$ cat config.mk
export PLATFORM = sky130hd
export DESIGN_NAME = beta_pcgen
export DESIGN_NICKNAME = d
export VERILOG_FILES = /design/src/rtl/beta_pcgen.sv
export SDC_FILE = /design/constraint.sdc
export NUM_CORES = 1
export LEC_CHECK = 0
export CORE_MARGIN = 2
export CORE_UTILIZATION = 30
export CTS_CLUSTER_DIAMETER = 60
export DETAILED_ROUTE_END_ITERATION = 16
export GPL_TIMING_DRIVEN = 0
export PLACE_DENSITY_LB_ADDON = 0.25
export SLEW_MARGIN = 20
export SYNTH_ARGS = -nofsm -noshare
export SYNTH_HDL_FRONTEND = slang
export SYNTH_SLANG_ARGS = --single-unit
$ cat constraint.sdc
create_clock -name clk_i -period 9.3 [get_ports clk_i]
set_clock_uncertainty 0.15 [all_clocks]
set_input_delay 1.395 -clock clk_i [delete_from_list [all_inputs] [get_ports clk_i]]
set_output_delay 1.395 -clock clk_i [all_outputs]
set_load 0.1 [all_outputs]
$ cat src/rtl/beta_pcgen.sv
// Fetch PC generator for the beta core: issues in-order imem requests under a credit
// limit, buffers returned words and presents them to decode. Redirects flush wrong-path fetches.
module beta_pcgen #(
    parameter int                   DATAWIDTH  = 32,
    parameter logic [DATAWIDTH-1:0] BOOT_ADDR  = '0,
    parameter int                   FIFO_DEPTH = 2
) (
    input  logic                 clk_i,
    input  logic                 rst_i,
    input  logic                 pcg_fetch_en_i,
    input  logic                 pcg_redirect_i,
    input  logic [DATAWIDTH-1:0] pcg_redirect_pc_i,
    output logic                 imem_req_o,
    output logic [DATAWIDTH-1:0] imem_addr_o,
    input  logic                 imem_gnt_i,
    input  logic                 imem_rvalid_i,
    input  logic [31:0]          imem_rdata_i,
    output logic                 pcg_instr_valid_o,
    output logic [31:0]          pcg_instr_o,
    output logic [DATAWIDTH-1:0] pcg_instr_pc_o,
    input  logic                 pcg_instr_ready_i,
    output logic                 pcg_misalign_exc_o,
    output logic [DATAWIDTH-1:0] pcg_misalign_addr_o
);
    localparam int PW = $clog2(FIFO_DEPTH);
    localparam int CW = PW + 1;

    typedef enum logic [1:0] {IDLE, RUN, EXC} state_e;

    state_e                state_q, state_d;
    logic [DATAWIDTH-1:0]  pc_q, pc_d;
    logic                  exc_q, exc_d;
    logic [DATAWIDTH-1:0]  maddr_q, maddr_d;
    logic [CW-1:0]         outst_q, outst_d;
    logic [CW-1:0]         drop_q, drop_d;
    logic [CW-1:0]         cnt_q, cnt_d;
    logic [PW-1:0]         head_q, head_d;
    logic [PW-1:0]         tail_q, tail_d;
    logic [PW-1:0]         fptr_q, fptr_d;
    logic [FIFO_DEPTH-1:0] filled_q, filled_d;
    logic [DATAWIDTH-1:0]  fpc_q   [FIFO_DEPTH];
    logic [31:0]           fdata_q [FIFO_DEPTH];

    logic          redir_act, misal, credit_ok, alloc, rv_fill, rv_drop, pop;
    logic [CW:0]   inflight;

    // Wrong-path responses still hold credit until they return, so drops count against depth.
    assign inflight  = {1'b0, drop_q} + {1'b0, cnt_q};
    assign credit_ok = inflight < (CW+1)'(FIFO_DEPTH);
    assign redir_act = pcg_redirect_i & (state_q != IDLE);
    assign misal     = |pcg_redirect_pc_i[1:0];
    assign imem_req_o  = (state_q == RUN) & pcg_fetch_en_i & ~pcg_redirect_i & credit_ok;
    assign imem_addr_o = pc_q;
    assign alloc     = imem_req_o & imem_gnt_i;
    assign rv_drop   = imem_rvalid_i & (drop_q != '0);
    assign rv_fill   = imem_rvalid_i & (drop_q == '0) & ~redir_act;
    assign pop       = filled_q[head_q] & pcg_instr_ready_i;

    assign pcg_instr_valid_o   = filled_q[head_q];
    assign pcg_instr_o         = fdata_q[head_q];
    assign pcg_instr_pc_o      = fpc_q[head_q];
    assign pcg_misalign_exc_o  = exc_q;
    assign pcg_misalign_addr_o = maddr_q;

    always_comb begin
        state_d  = state_q;
        pc_d     = pc_q;
        exc_d    = exc_q;
        maddr_d  = maddr_q;
        head_d   = head_q;
        tail_d   = tail_q;
        fptr_d   = fptr_q;
        filled_d = filled_q;
        cnt_d    = cnt_q + CW'(alloc) - CW'(pop);
        outst_d  = outst_q + CW'(alloc) - CW'(imem_rvalid_i);
        drop_d   = drop_q - CW'(rv_drop);

        case (state_q)
            IDLE:    if (pcg_fetch_en_i) state_d = RUN;
            RUN:     if (pcg_redirect_i && misal) state_d = EXC;
            EXC:     if (pcg_redirect_i && !misal) state_d = RUN;
            default: state_d = IDLE;
        endcase

        if (alloc) begin
            pc_d   = pc_q + DATAWIDTH'(4);
            tail_d = tail_q + 1'b1;
        end
        if (rv_fill) begin
            filled_d[fptr_q] = 1'b1;
            fptr_d           = fptr_q + 1'b1;
        end
        if (pop) begin
            filled_d[head_q] = 1'b0;
            head_d           = head_q + 1'b1;
        end

        // Flush: every response still owed by memory becomes a drop, including one arriving now.
        if (redir_act) begin
            filled_d = '0;
            head_d   = '0;
            tail_d   = '0;
            fptr_d   = '0;
            cnt_d    = '0;
            outst_d  = outst_q - CW'(imem_rvalid_i);
            drop_d   = outst_q - CW'(imem_rvalid_i);
            if (misal) begin
                exc_d   = 1'b1;
                maddr_d = pcg_redirect_pc_i;
            end else begin
                exc_d   = 1'b0;
                maddr_d = '0;
                pc_d    = pcg_redirect_pc_i;
            end
        end
    end

    always_ff @(posedge clk_i or posedge rst_i) begin
        if (rst_i) begin
            state_q  <= IDLE;
            pc_q     <= BOOT_ADDR;
            exc_q    <= 1'b0;
            maddr_q  <= '0;
            outst_q  <= '0;
            drop_q   <= '0;
            cnt_q    <= '0;
            head_q   <= '0;
            tail_q   <= '0;
            fptr_q   <= '0;
            filled_q <= '0;
        end else begin
            state_q  <= state_d;
            pc_q     <= pc_d;
            exc_q    <= exc_d;
            maddr_q  <= maddr_d;
            outst_q  <= outst_d;
            drop_q   <= drop_d;
            cnt_q    <= cnt_d;
            head_q   <= head_d;
            tail_q   <= tail_d;
            fptr_q   <= fptr_d;
            filled_q <= filled_d;
        end
    end

    // Payload storage needs no reset; the filled flags qualify it.
    always_ff @(posedge clk_i) begin
        if (alloc)   fpc_q[tail_q]   <= pc_q;
        if (rv_fill) fdata_q[fptr_q] <= imem_rdata_i;
    end
endmodule

# --- Yosys cells after proc, flatten, opt, wreduce, memory -nomap -nowiden ---
# Memory sizes are Yosys's and may differ from the RTL's.
# Cells that the tools add are included.
word_totals:
  reg_bits: 78
  ramBits: 128
  out_inout_bits: 131
  n_memories: 2
op_classes:
  n_addsub: 11
  n_lt_le_gt_ge: 5
  eq_ne: 5
  muxes: 31
  n_bitwise: 14
  n_reduce_logical: 14
mem_list:
  columns: ["name", "words", "width", "rd", "rd_clocked_by_memory_dff", "write_ports", "line_no", "text"]
  rows:
  - ["fdata_q", 2, 32, 1, 0, 1, "42", "logic [31:0] fdata_q [FIFO_DEPTH];"]
  - ["fpc_q", 2, 32, 1, 0, 1, "41", "logic [DATAWIDTH-1:0] fpc_q [FIFO_DEPTH];"]
ops:
  columns: ["operator", "n"]
  rows:
  - ["32-bit 2-to-1 mux", 4]
  - ["32-bit by 3-bit adder with 32-bit output, second input constant", 1]
  - ["2-bit 2-to-1 mux", 9]
  - ["1-bit 2-to-1 mux", 15]
  - ["2-bit nonzero test", 5]
  - ["1-bit bitwise AND", 9]
  - ["2-bit by 1-bit subtractor with 2-bit output", 4]
  - ["2-bit one-hot mux with 3 select lines", 1]
  - ["2-bit by 1-bit adder with 2-bit output", 2]
  - ["1-bit logical AND", 4]
  - ["2-bit logical NOT", 2]
  - ["1-bit by 2-bit < comparator with 1-bit output, second input constant", 2]
  - ["2-bit != test, second input constant", 2]
  - ["1-bit adder, second input constant", 3]
  - ["2-bit by 2-bit adder with 3-bit output", 1]
  - ["3-bit by 2-bit < comparator with 1-bit output, second input constant", 1]
  - ["3-bit AND reduction", 1]
  - ["2-bit bitwise AND", 1]
  - ["1-bit demux with 1-bit select", 2]
  - ["2-bit by 1-bit == test with 1-bit output, second input constant", 1]
  - ["2-bit == test, second input constant", 1]
  - ["1-bit greater-or-equal comparator, second input constant", 2]
  - ["2-bit by 1-bit != test with 1-bit output, second input constant", 1]
  - ["1-bit NOT", 2]
  - ["4 further kinds", 4]

# --- Logic depth before layout (Yosys ltp) ---
depth:
  depth_word: 9
  ltp_mapped: 11

# --- Worst setup path before layout ---
# No wires, ideal clock.
synth_path:
  path_kind: "input -> output"
  startpoint: "input port pcg_redirect_i"
  endpoint: "output port imem_req_o"
  arrival_time_ps: 3221
  t_required_ps: 7755
  path_slack_ps: 4534
  path_stages: 2
  path_cell_list: "or4b_4 -> nor2_1"
synth_via:
  elab_chain_len: 3
synth_rtl:
  columns: ["element", "line_no", "text"]
  rows:
  - ["from (decl)", "11", "input logic pcg_redirect_i,"]
  - ["1-bit NOT", "52", "assign imem_req_o = (state_q == RUN) & pcg_fetch_en_i & ~pcg_redirect_i & credit_ok;"]
  - ["1-bit bitwise AND (2 in a row)", "52", null]
  - ["to (decl)", "13", "output logic imem_req_o,"]
# Every way passes these cells.

# --- Final worst setup path ---
# Ends and elaborated chain as after synthesis.

==> impl_metrics.yaml <==
setup_path:
  crit_arrival_ps: 3980
  cp_max_fo: 6
  critPathLaunchType: "primary input"
  worstSetupPathType: "primary input to output port"
  crit_required_ps: 7760
  rrSetupSlack_ps: 5950
  r2r_cells: 11
  r2r-start: "drop_q[0]"
  endpoint_kind: "output port"
  critPathLaunch: "pcg_redirect_i"
drt:
  antenna_left: 0
  dr.first_iter.drc_count: 397
  drt_wl_total_um: 23600
  drc_errors: 0
  wl_per_cell_um: 18.6
  drt-vias-per-instance: 4.77
  dr.pass1.iters: 6
  vias: 6051
cts:
  cts_tree: "built"
  post_cts_resized: 0
  clk_pin_slew_worst_paths_ps: 60
  clock_tree.buffer_depth: 3
  htreeDepth: 1
  postCtsSetupBuffers: 0
  clk_latency_ps: 510
  cts_made_buffers: 25
  hold_buffers: 0
  clock_sinks: 206
  cts-root-buf: "clkbuf_16"
synthesis:
  async_flop_share_pct: 37.9
  synth_cell_types: 49
  syn_area_um2: 8590
  ys_warn_count: 0
  avgSynthCellArea_um2: 13.5
  syn_nets: 717
  synth_seq_cells: 206
  yosys_most_used_dff: "edfxtp_1"
  synthCells: 638
  synth-edff-count: 128
  ys_seq_area_share_pct: 67.4
floorplan:
  dieArea_um2: 30000
  std_cell_rows: 61
  ios: 202
  placeableCoreArea_um2: 28000
  die_h_um: 173
  start_util_pct: 30.7
  die_w_um: 173
global_routing:
  grt_pass1_wl_um: 37000
  grt_max_degree: 41
  grt_overflow: 0
  grt_pass1_vias: 6170
  groute.layer.met3.usage_pct: 3.57
  grt_use_met2_pct: 25.1
  met1_usage_pct: 21.8
  busiest_layer: "met2"
  antenna_found_initial: 0
  grt_use_total_pct: 15.8
sta:
  min_period_ps: 5520
  setup_viol: 0
  fmax_mhz: 181
  tightest_slew_ps: 1080
  slew-limit-headroom_pct: 28.0
  rsz0062_at_grt: "false"
  finalCritPeriodShare_pct: 59.4
  tns_ps: 0
  drv_slew: 0
  hold_violations: 0
run_status:
  status: "finished clean"
cells_and_area:
  area_growth_pct: 40.4
  final_common_cell: "clkdlybuf4s50_1"
  final_cell_mix: "clkdlybuf4s50_1 (201), edfxtp_1 (128), nand2_1 (94)"
  layout.nets: 950
  fillers: 2632
  drive_gt1_share_pct: 14.0
  antenna_cells: 0
min_path:
  hold_class: "register to register"
  holdPathStages: 2
  worst_hold_startpoint: "pcg_misalign_addr_o[23]"
place:
  gp_congestion: 0.831
  dp_hpwl_um: 17100
  port_buffers: 201
job:
  maxCapViolations: 0
## metal layers
layer | vias up | routed length (um)
met2 | 199 | 10800
met1 | 2977 | 10800
met4 | 0 | 517
li1 | 2846 | -
met5 | - | 0
met3 | 29 | 1500
## area by class of cell
| type | instances | area, um2 | area share (%) |
|---|---|---|---|
| Sequential cell | 206 | 5800 | 48.0 |
| Buffer | 33 | 141 | 1.17 |
| Inverter | 9 | 36.3 | 0.301 |
| Tap cell | 378 | 473 | 3.92 |
| Clock buffer | 39 | 759 | 6.29 |
| Clock inverter | 7 | 82.6 | 0.684 |
| Multi-Input combinational cell | 390 | 2650 | 21.9 |
| Timing Repair Buffer | 206 | 2130 | 17.7 |
## worst max-delay path: stages
cell,delay (ps)
clkdlybuf4s50_1,570
or4b_4,650
nor2_1,200
clkdlybuf4s50_1,1170
## kinds of logic (layout without fill, tap and decap cells)
family	count (synthesis)	after routing	share of synthesized area [%]
AND/OR/NAND/NOR	236	236	14.1
flip-flops	206	206	67.4
multiplexers	67	67	8.74
AO/OA/AOI/OAI	64	64	4.89
buffers and inverters	42	294	2.04
XOR/XNOR	15	15	1.53
adder cells (fa/ha/maj)	8	8	1.25
## cell usage after synthesis (2+ instances only)
library cell | number | area (um2)
mux2i_1 | 3 | 30.0
and4_1 | 5 | 43.8
a31oi_1 | 19 | 119
and3_1 | 7 | 43.8
clkbuf_1 | 21 | 78.8
buf_1 | 8 | 30.0
nand2_1 | 94 | 353
ha_1 | 7 | 87.6
and2_1 | 6 | 37.5
o21ai_0 | 12 | 60.1
nand4_1 | 11 | 68.8
or4_1 | 18 | 135
nand2b_1 | 3 | 18.8
or3_1 | 4 | 25.0
xor2_1 | 6 | 52.6
nor2b_1 | 2 | 12.5
edfxtp_1 | 128 | 3840
dfrtp_1 | 78 | 1950
o21ai_1 | 3 | 15.0
xnor2_1 | 9 | 78.8
o31ai_1 | 16 | 120
mux2_2 | 64 | 721
buf_6 | 2 | 22.5
nand3_1 | 41 | 205
a21oi_1 | 3 | 15.0
buf_2 | 2 | 10.0
inv_1 | 9 | 33.8
nor2_1 | 33 | 124
o21a_1 | 2 | 15.0
o211ai_1 | 2 | 15.0
nand4_2 | 2 | 25.0
## registers in the layout, indices dropped and copies added, names as in the netlist
register             count
fpc_q                   64
tail_q                   1
filled_q                 2
imem_addr_o             32
state_q                  2
fptr_q                   1
cnt_q                    2
head_q                   1
drop_q                   2
outst_q                  2
pcg_misalign_exc_o       1
pcg_misalign_addr_o     32
fdata_q                 64
## per-stage QoR
stage               std cells  util, %  cell area, um2  worst slack, ps  hold WS [ps]
global placement         1217     39.5           11100             3270           302
finish                   1268     43.1           12100             3780           320
floorplan                 638        -            8590             4530           315
detailed placement       1222     40.1           11200             3700           309
CTS                      1268     43.1           12100             3690           323
global route             1268     43.1           12100             3700           345
## worst paths after layout
check,to
max reg2reg,outst_q[1]
min in group asynchronous,pcg_misalign_addr_o[11]
max,imem_req_o
min,pcg_misalign_addr_o[23]
min reg2reg,pcg_misalign_addr_o[23]
max in group asynchronous,imem_addr_o[19]
Power is left out: the tool's default activity adds up to more than one toggle a clock period on the data nets, which glitch-free logic cannot reach.
